==> src/rtl/uart_tx_ctrl_if.sv <==
// ---------------------------------------------------------------------------
// uart_tx_ctrl_if
//   Groups the frame-request inputs and the datapath control outputs of the
//   UART transmit controller.
//
//   DATA_VALID : frame request; the data sits on the shared P_DATA bus
//   PAR_EN     : parity enable, taken when a frame is accepted
//   ser_load   : one-cycle pulse, serializer loads P_DATA
//   ser_shift  : one-cycle pulse, serializer advances one bit
//   par_en     : 0 = parity block tracks data, 1 = data frozen, PAR_BIT computed
//   mux_sel    : TX line source (00 start, 01 data, 10 parity, 11 stop/idle)
//   busy       : a frame is in progress
//   tx_done    : one-cycle pulse on the last cycle of the stop bit
//
//   master : frame requester (drives DATA_VALID / PAR_EN)
//   slave  : the controller
// ---------------------------------------------------------------------------
interface uart_tx_ctrl_if;
    logic       DATA_VALID;
    logic       PAR_EN;
    logic       ser_load;
    logic       ser_shift;
    logic       par_en;
    logic [1:0] mux_sel;
    logic       busy;
    logic       tx_done;

    modport master (
        output DATA_VALID,
        output PAR_EN,
        input  ser_load,
        input  ser_shift,
        input  par_en,
        input  mux_sel,
        input  busy,
        input  tx_done
    );

    modport slave (
        input  DATA_VALID,
        input  PAR_EN,
        output ser_load,
        output ser_shift,
        output par_en,
        output mux_sel,
        output busy,
        output tx_done
    );
endinterface

==> src/rtl/uart_tx_ctrl.sv <==
// ---------------------------------------------------------------------------
// uart_tx_ctrl
//   Frame sequencer for a UART transmitter. Walks START, DATA_WIDTH data bits,
//   an optional parity bit and STOP, each lasting CLKS_PER_BIT clocks, and
//   drives the serializer, parity block and TX line mux. All outputs are
//   registered.
//
//   Parameters
//     CLKS_PER_BIT : clocks per UART bit (>= 2)
//     DATA_WIDTH   : data bits per frame
//
//   Ports
//     clk  : clock, rising edge
//     rst  : synchronous active-high reset
//     bus  : uart_tx_ctrl_if.slave (DATA_VALID, PAR_EN in; control pulses,
//            par_en, mux_sel, busy, tx_done out)
//
//   state  | meaning
//   -------+-----------------------------------------------------------
//   IDLE   | line at stop level, waiting for DATA_VALID
//   START  | start bit on the line; serializer loaded on first cycle
//   DATA   | data bits, serializer shifted at the end of each bit
//   PARITY | parity bit on the line (only when parity was accepted)
//   STOP   | stop bit; a new request on its last cycle chains a frame
// ---------------------------------------------------------------------------
module uart_tx_ctrl #(
    parameter int CLKS_PER_BIT = 16,
    parameter int DATA_WIDTH   = 8
) (
    input  logic           clk,
    input  logic           rst,
    uart_tx_ctrl_if.slave  bus
);

    localparam int TW = $clog2(CLKS_PER_BIT);
    localparam int BW = $clog2(DATA_WIDTH + 1);

    localparam logic [TW-1:0] TIMER_LAST = TW'(CLKS_PER_BIT - 1);
    localparam logic [BW-1:0] DATA_LAST  = BW'(DATA_WIDTH - 1);

    localparam logic [1:0] SEL_START  = 2'b00;
    localparam logic [1:0] SEL_DATA   = 2'b01;
    localparam logic [1:0] SEL_PARITY = 2'b10;
    localparam logic [1:0] SEL_STOP   = 2'b11;

    typedef enum logic [2:0] {
        IDLE   = 3'd0,
        START  = 3'd1,
        DATA   = 3'd2,
        PARITY = 3'd3,
        STOP   = 3'd4
    } state_t;

    state_t          state_q,     state_d;
    logic [TW-1:0]   timer_q,     timer_d;
    logic [BW-1:0]   bit_cnt_q,   bit_cnt_d;
    logic            cfg_par_q,   cfg_par_d;

    logic            ser_load_q,  ser_load_d;
    logic            ser_shift_q, ser_shift_d;
    logic            par_en_q,    par_en_d;
    logic [1:0]      mux_sel_q,   mux_sel_d;
    logic            busy_q,      busy_d;
    logic            tx_done_q,   tx_done_d;

    logic            bit_end;

    // -----------------------------------------------------------------------
    // State register and registered outputs
    // -----------------------------------------------------------------------
    always_ff @(posedge clk) begin
        if (rst) begin
            state_q     <= IDLE;
            timer_q     <= '0;
            bit_cnt_q   <= '0;
            cfg_par_q   <= 1'b0;
            ser_load_q  <= 1'b0;
            ser_shift_q <= 1'b0;
            par_en_q    <= 1'b0;
            mux_sel_q   <= SEL_STOP;
            busy_q      <= 1'b0;
            tx_done_q   <= 1'b0;
        end else begin
            state_q     <= state_d;
            timer_q     <= timer_d;
            bit_cnt_q   <= bit_cnt_d;
            cfg_par_q   <= cfg_par_d;
            ser_load_q  <= ser_load_d;
            ser_shift_q <= ser_shift_d;
            par_en_q    <= par_en_d;
            mux_sel_q   <= mux_sel_d;
            busy_q      <= busy_d;
            tx_done_q   <= tx_done_d;
        end
    end

    // -----------------------------------------------------------------------
    // Next state, bit timer, bit counter, parity config
    // -----------------------------------------------------------------------
    always_comb begin
        state_d   = state_q;
        timer_d   = timer_q + TW'(1);
        bit_cnt_d = bit_cnt_q;
        cfg_par_d = cfg_par_q;
        bit_end   = (timer_q == TIMER_LAST);

        case (state_q)
            IDLE: begin
                timer_d = '0;
                if (bus.DATA_VALID) begin
                    state_d   = START;
                    cfg_par_d = bus.PAR_EN;
                end
            end

            START: begin
                if (bit_end) begin
                    state_d   = DATA;
                    timer_d   = '0;
                    bit_cnt_d = '0;
                end
            end

            DATA: begin
                if (bit_end) begin
                    // Timer restarts for every data bit, not just on exit.
                    timer_d   = '0;
                    bit_cnt_d = bit_cnt_q + BW'(1);
                    if (bit_cnt_q == DATA_LAST) begin
                        state_d = cfg_par_q ? PARITY : STOP;
                    end
                end
            end

            PARITY: begin
                if (bit_end) begin
                    state_d = STOP;
                    timer_d = '0;
                end
            end

            STOP: begin
                if (bit_end) begin
                    timer_d = '0;
                    if (bus.DATA_VALID) begin
                        // Back-to-back frame: skip IDLE, take fresh parity config.
                        state_d   = START;
                        cfg_par_d = bus.PAR_EN;
                    end else begin
                        state_d = IDLE;
                    end
                end
            end

            default: begin
                state_d   = IDLE;
                timer_d   = '0;
                bit_cnt_d = '0;
                cfg_par_d = 1'b0;
            end
        endcase
    end

    // -----------------------------------------------------------------------
    // Output decode. Outputs are a function of the *next* state/timer so the
    // registered versions line up with the cycle the state register enters.
    // -----------------------------------------------------------------------
    always_comb begin
        ser_load_d  = 1'b0;
        ser_shift_d = 1'b0;
        par_en_d    = 1'b1;
        busy_d      = 1'b1;
        tx_done_d   = 1'b0;
        mux_sel_d   = SEL_STOP;

        case (state_d)
            IDLE: begin
                par_en_d = 1'b0;
                busy_d   = 1'b0;
            end
            START: begin
                mux_sel_d  = SEL_START;
                // Timer clears on every entry, so timer 0 marks the first cycle.
                ser_load_d = (timer_d == '0);
            end
            DATA: begin
                mux_sel_d   = SEL_DATA;
                ser_shift_d = (timer_d == TIMER_LAST);
            end
            PARITY: begin
                mux_sel_d = SEL_PARITY;
            end
            STOP: begin
                mux_sel_d = SEL_STOP;
                tx_done_d = (timer_d == TIMER_LAST);
            end
            default: begin
                par_en_d = 1'b0;
                busy_d   = 1'b0;
            end
        endcase
    end

    assign bus.ser_load  = ser_load_q;
    assign bus.ser_shift = ser_shift_q;
    assign bus.par_en    = par_en_q;
    assign bus.mux_sel   = mux_sel_q;
    assign bus.busy      = busy_q;
    assign bus.tx_done   = tx_done_q;

endmodule

==> src/flat_wrapper.sv <==
// flat-port wrapper written by rule: the top's interface ports become plain ports
module uart_tx_ctrl_flat 
#(
    parameter int CLKS_PER_BIT = 16,
    parameter int DATA_WIDTH   = 8
)
  (clk, rst, bus_DATA_VALID, bus_PAR_EN, bus_ser_load, bus_ser_shift, bus_par_en, bus_mux_sel, bus_busy, bus_tx_done);
  uart_tx_ctrl_if bus_i ();
  input  logic clk;
  input  logic rst;
  input wire logic [$bits(bus_i.DATA_VALID)-1:0] bus_DATA_VALID;
  input wire logic [$bits(bus_i.PAR_EN)-1:0] bus_PAR_EN;
  output wire logic [$bits(bus_i.ser_load)-1:0] bus_ser_load;
  output wire logic [$bits(bus_i.ser_shift)-1:0] bus_ser_shift;
  output wire logic [$bits(bus_i.par_en)-1:0] bus_par_en;
  output wire logic [$bits(bus_i.mux_sel)-1:0] bus_mux_sel;
  output wire logic [$bits(bus_i.busy)-1:0] bus_busy;
  output wire logic [$bits(bus_i.tx_done)-1:0] bus_tx_done;
  assign bus_i.DATA_VALID = bus_DATA_VALID;
  assign bus_i.PAR_EN = bus_PAR_EN;
  assign bus_ser_load = bus_i.ser_load;
  assign bus_ser_shift = bus_i.ser_shift;
  assign bus_par_en = bus_i.par_en;
  assign bus_mux_sel = bus_i.mux_sel;
  assign bus_busy = bus_i.busy;
  assign bus_tx_done = bus_i.tx_done;
  uart_tx_ctrl #(.CLKS_PER_BIT(CLKS_PER_BIT), .DATA_WIDTH(DATA_WIDTH)) u_core (.clk(clk), .rst(rst), .bus(bus_i));
endmodule
==> config.mk <==
export PLATFORM = sky130hd
export DESIGN_NAME = uart_tx_ctrl_flat
export DESIGN_NICKNAME = d
export VERILOG_FILES = /design/src/rtl/uart_tx_ctrl_if.sv /design/src/rtl/uart_tx_ctrl.sv /design/src/flat_wrapper.sv
export SDC_FILE = /design/constraint.sdc
export NUM_CORES = 1
export LEC_CHECK = 0
export BUFFER_PORTS_ARGS = -buffer_cell sky130_fd_sc_hd__buf_4
export CORE_ASPECT_RATIO = 0.75
export CORE_MARGIN = 2
export CORE_UTILIZATION = 46
export DETAILED_ROUTE_END_ITERATION = 6
export PLACE_DENSITY = 0.64
export SKIP_CTS_REPAIR_TIMING = 1
export SLEW_MARGIN = 15
export SYNTH_ARGS = -nofsm -noshare
export SYNTH_HDL_FRONTEND = slang
export SYNTH_SLANG_ARGS = --single-unit
==> constraint.sdc <==
create_clock -name clk -period 2.1 [get_ports clk]
set_input_delay 0 -clock clk [delete_from_list [all_inputs] [get_ports clk]]
set_output_delay 0 -clock clk [all_outputs]
set_load 0.01 [all_outputs]
== Yosys cells after proc, flatten, opt, wreduce, memory -nomap -nowiden ==
Cells that the tools add are included.

* Register bits: 18
* Bits of input ports: 4
* Output and inout bits: 7
* Logic and storage cells: 60

* Add/sub/neg operators: 2
* Equality and inequality tests: 14
* Muxes and demuxes: 19
* Bitwise operators: 5
* Reductions and logical operators: 11

{| class="wikitable"
|+ Operators by type and width
! kind !! count
|-
| two-way mux 3 bit || 7
|-
| two-way mux 4 bit || 4
|-
| case mux 3 bit (5 select lines) || 1
|-
| equality test 3 x 2 -> 1 bit (second input constant) || 4
|-
| case mux 4 bit (3 select lines) || 1
|-
| adder 4 x 1 -> 4 bit (second input constant) || 2
|-
| equality test 4 bit (second input constant) || 2
|-
| OR reduction 4 bit || 2
|-
| equality test 3 x 1 -> 1 bit (second input constant) || 2
|-
| equality test 3 bit (second input constant) || 2
|-
| inequality test 2 x 1 -> 1 bit (second input constant) || 3
|-
| case mux 2 bit (3 select lines) || 1
|-
| OR reduction 2 bit || 3
|-
| OR reduction 3 bit || 2
|-
| inverter 1 bit || 5
|-
| equality test 4 x 3 -> 1 bit (second input constant) || 1
|-
| zero test 4 bit || 1
|-
| two-way mux 1 bit || 4
|-
| zero test 3 bit || 1
|-
| case mux 1 bit (3 select lines) || 1
|-
| AND reduction 3 bit || 1
|-
| AND reduction 2 bit || 1
|}

== Logic depth before layout (Yosys ltp) ==
* Depth in word-level cells: 7
* Mapped depth: 6
* Depth with buffers taken out: 5

== Worst setup path after synthesis ==
Ideal clock, no wire load.

* Path type: flip-flop to flip-flop
* Start point: reg u_core.timer_q[0]
* End point: reg u_core.ser_load_q, in the netlist u_core.bus.ser_load
* Library setup time: 100 ps
* Arrival: 1,591 ps
* Required time: 2,000 ps
* Setup slack: 409 ps
* Cell stages (with the launch flop): 5
* Buffers on the path: 0
* Clock period less this slack: 1,691 ps
* Cells stage by stage: dfxtp_1 -> ha_1 -> or4b_1 -> a21o_1 -> a2111oi_4

* Word-level cells in the longest chain between the ends: 6
* Elaborated cells on any way between the ends: 13

{| class="wikitable"
|+ RTL lines
! item !! line !! source
|-
| from (decl) || uart_tx_ctrl.sv:55 || <nowiki>logic [TW-1:0] timer_q, timer_d;</nowiki>
|-
| from (signal assigned) || uart_tx_ctrl.sv:85 || <nowiki>timer_q <= timer_d;</nowiki>
|-
| equality test 4 bit || uart_tx_ctrl.sv:105 || <nowiki>bit_end = (timer_q == TIMER_LAST);</nowiki>
|-
| two-way mux 3 bit, on equally long branches || - ||
|-
| case mux 3 bit (5 select lines) || uart_tx_ctrl.sv:107 || <nowiki>case (state_q)</nowiki>
|-
| equality test 3 x 1 -> 1 bit || uart_tx_ctrl.sv:176 || <nowiki>case (state_d)</nowiki>
|-
| inverter 1 bit (no line) || - ||
|-
| OR reduction 2 bit (no line) || - ||
|-
| to (signal assigned) || uart_tx_ctrl.sv:88 || <nowiki>ser_load_q <= ser_load_d;</nowiki>
|-
| to (decl) || uart_tx_ctrl.sv:59 || <nowiki>logic ser_load_q, ser_load_d;</nowiki>
|}

Parallel ways exist; a longest one is shown, timed or not.
A chain may end at the register's enable or synchronous reset.

== Worst setup path in the final report ==
Ends and elaborated chain as after synthesis.

==> results by group <==
Global routing
  • Largest net degree at the start of global routing: 15
  • Global route total overflow: 0
  • GR Layer Usage met3: 6.402%
  • Met1 usage: 26.59%
  • Number of global-route vias before repair: 721
  • Grt peak-use layer: met1
  • Initial antenna violation count: 0
  • GRT Total Usage: 18.52%
  • First-pass GRT wire length: 3.367 mm
  • Met2 Track Usage GR: 25.18%

Floorplan
  • Core region area: between 0.0015 and 0.002 mm²
  • Starting Density: 47.79%
  • Die ar.: ~0.0024 mm²
  • Die height: ~43 µm
  • Die Span X: 56.36 µm
  • # rows: 14
  • Num ports: 11

Cells and area
  • # nets final: 118
  • Area Growth Syn to Fin: 12.30%
  • # diodes: 0
  • Design Area, Final: around 0.0011 mm²
  • Share of cells above drive strength 1: 20.72%
  • Fillers: 188
  • Core Util, Final: 53.67%

STA
  • Setup Viol. Count Final: 0
  • Max Freq: about 540 MHz
  • Crit path time final: 1.861 ns
  • Slew @ Worst Pin: between 0.4 and 0.5 ns
  • Final hold vios: 1
  • Hold Slack: -0.004375 ns
  • Max Clock Skew: 0.003456 ns
  • Slew HR: 72.91%
  • Part of the cycle the worst path needs: 88.63%
  • Setup TNS: 0 ns
  • RSZ-0062 raised after global routing: no
  • Final Max Slew Viols: 0

Clock tree
  • Sink Count: 18
  • Clock Tree Root: clkbuf_4
  • Clock transition at the registers of the reported paths: 0.10 ns
  • CTS tree: built
  • Num CTS Buffers: 3
  • Max Root-Sink Buffers: 2
  • H-Tree Depth: 1
  • Worst skew pair latency: 0.30 ns

Power
  • Pint: 0.4873 mW
  • Switching portion of total power: 23.62%
  • Comb power frac: approximately a tenth
  • Pwr Total: 0.6380 mW
  • Max VDD drop: 0.4545 mV
  • Leak: 0.3828 nW
  • Sw power: 0.1507 mW
  • Seq pwr share: 56.4%
  • PwrDens: 600.6 mW/mm²
  • Clock Power Share: 34.1%

Yosys
  • Synth Flop Type: dfxtp_1
  • Dominant cell type by area after synthesis: dfxtp_1
  • Register area share after synthesis: 38.10%
  • Top-area cell type share of the netlist area: 38.10%
  • Synth warnings: 0
  • Synth Instances: 102
  • EDFF count, synth: 0
  • FF+latch count, synth: 18
  • Async SR Flop Fraction: 0%
  • Post-synth top cells: dfxtp_1 (18), nor2_1 (7), nand2_1 (6), o21ai_0 (6)
  • Syn Nets: around 110
  • Area contributors post-synth: dfxtp_1 (38%), o21ai_0 (3.2%), a2111oi_4 (2.9%)
  • Post-synthesis cell type count: 42
  • Most frequent cell after synthesis: dfxtp_1
  • Netlist area before placement: 945.9 µm²
  • Syn avg cell area: approximately 9.3 µm²

Run
  • Max cap viols: 0

Critical path
  • Reg2Reg Capture Point: u_core.bus.ser_load$_SDFF_PP0_
  • CP endpoint kind: flip-flop
  • CP required: 2.31 ns
  • Crit path launch type: flip-flop
  • Crit path kind: reg2reg
  • FF-to-FF Start: u_core.timer_q[0]$_SDFF_PP0_
  • Crit path max fanout: 6
  • R2R Setup Slk: 0.24 ns
  • R2R depth: 5
  • Worst setup path end: u_core.bus.ser_load$_SDFF_PP0_
  • Crit path DAT: between 2 and 2.5 ns
  • CP startpoint: u_core.timer_q[0]$_SDFF_PP0_

Run status
  • Failing checks: hold timing
  • Status: complete, but fails checks

Drt
  • Post-route ant nets: 0
  • Total wire length: 1.904 mm
  • DRC: 0
  • Via density: 5.859
  • 1st-iter DRT viols: 31
  • Wire per inst: 14.10 µm
  • Detailed-route via count: 791
  • Drt pass-1 iters: 4

Placed design
  • Area after DPL: roughly 0.0010 mm²
  • # port buffers: 10
  • HPWL Detailed: about 1.4 mm
  • Routability cong.: roughly 0.87

Min path
  • Worst min path class: in2reg
[power by group through the flow]
| stage | sequential (mW) | combinational, mW | clock [mW] |
|---|---|---|---|
| 6_report | 0.360 | 0.0604 | 0.218 |
| 4_1_cts | 0.360 | 0.0592 | 0.226 |
| 3_3_place_gp | 0.367 | 0.0579 | 0 |
| 2_1_floorplan | 0.366 | 0.0389 | 0 |
| 5_1_grt | 0.362 | 0.0660 | 0.243 |
| 3_5_place_dp | 0.367 | 0.0591 | 0 |
[routing by layer]
metal  share of wire (%)  up-vias
li1                    -      393
met1                  50      367
met2                  41       26
met3                 7.2        5
met4                 1.4        0
met5                   0        -
[cell usage in the layout (no fill, tap or decap), types with 2 or more instances in the layout]
cell      instances
dfxtp_1          18
clkbuf_4          3
buf_4            10
nand4b_1          2
inv_1             4
o21a_1            2
nor3b_2           2
nand3_1           4
nand3b_1          2
ha_1              2
o21ai_0           6
a31oi_1           3
or3_1             3
a21oi_1           3
nand2_1           6
nor2_1            7
nor3_1            4
nand3_2           2
nand2b_1          2
o211ai_1          3
[final cells by class]
cell class | count | area, µm² | share of cell area (%)
well taps | 24 | 30.03 | 2.827
clock buffers | 4 | 36.28 | 3.416
multi-input cells | 74 | 535.5 | 50.41
inverters | 4 | 15.01 | 1.413
flip-flops and latches | 18 | 360.3 | 33.92
repair buffers | 11 | 85.08 | 8.009
[how the worst min path moves through the flow]
stage                           from                                to  slack [ns]  cells after the start
final                     bus_PAR_EN     u_core.cfg_par_q$_SDFFE_PP0P_      -0.004                      3
after detailed placement         rst  u_core.bit_cnt_q[1]$_SDFFE_PP0P_        0.31                      2
after global placement    bus_PAR_EN     u_core.cfg_par_q$_SDFFE_PP0P_        0.29                      3
after CTS                        rst  u_core.bit_cnt_q[3]$_SDFFE_PP0P_       -0.02                      2
after floorplan                  rst    u_core.bus.ser_load$_SDFF_PP0_        0.08                      1
after global routing      bus_PAR_EN     u_core.cfg_par_q$_SDFFE_PP0P_        0.04                      3
[state kept, by name (all words and copies together) (netlist names)]
name,count
u_core.bus.par_en,1
u_core.cfg_par_q,1
u_core.timer_q,4
u_core.state_q,3
u_core.bus.ser_shift,1
u_core.bus.ser_load,1
u_core.bus.tx_done,1
u_core.bit_cnt_q,4
u_core.bus.mux_sel,2
[critical path, stage by stage (launching register included)]
cell and delay, ns:
dfxtp_1 0.41, ha_1 0.30, nand3_2 0.15, o311ai_4 0.35, nand3_2 0.21, a2111oi_4 0.34
[stage by stage]
stage / setup slack (ns) / instances
after floorplan: 0.4090 / 102
after detailed placement: 0.2826 / 130
after global routing: 0.06613 / 135
after global placement: 0.3482 / 130
after CTS: 0.2560 / 134
final: 0.2388 / 135
[logic make-up (layout without fill, tap and decap cells)]
group | after synthesis | count (layout) | share of synthesized area, %
compound gates | 24 | 24 | 20.24
xor+xnor | 2 | 2 | 1.852
fa+ha+maj | 2 | 2 | 2.645
buf+inv | 10 | 19 | 5.290
flops | 18 | 18 | 38.10
mux | 1 | 1 | 1.058
simple gates | 45 | 45 | 30.82
Power figures use the tool's default switching activity.
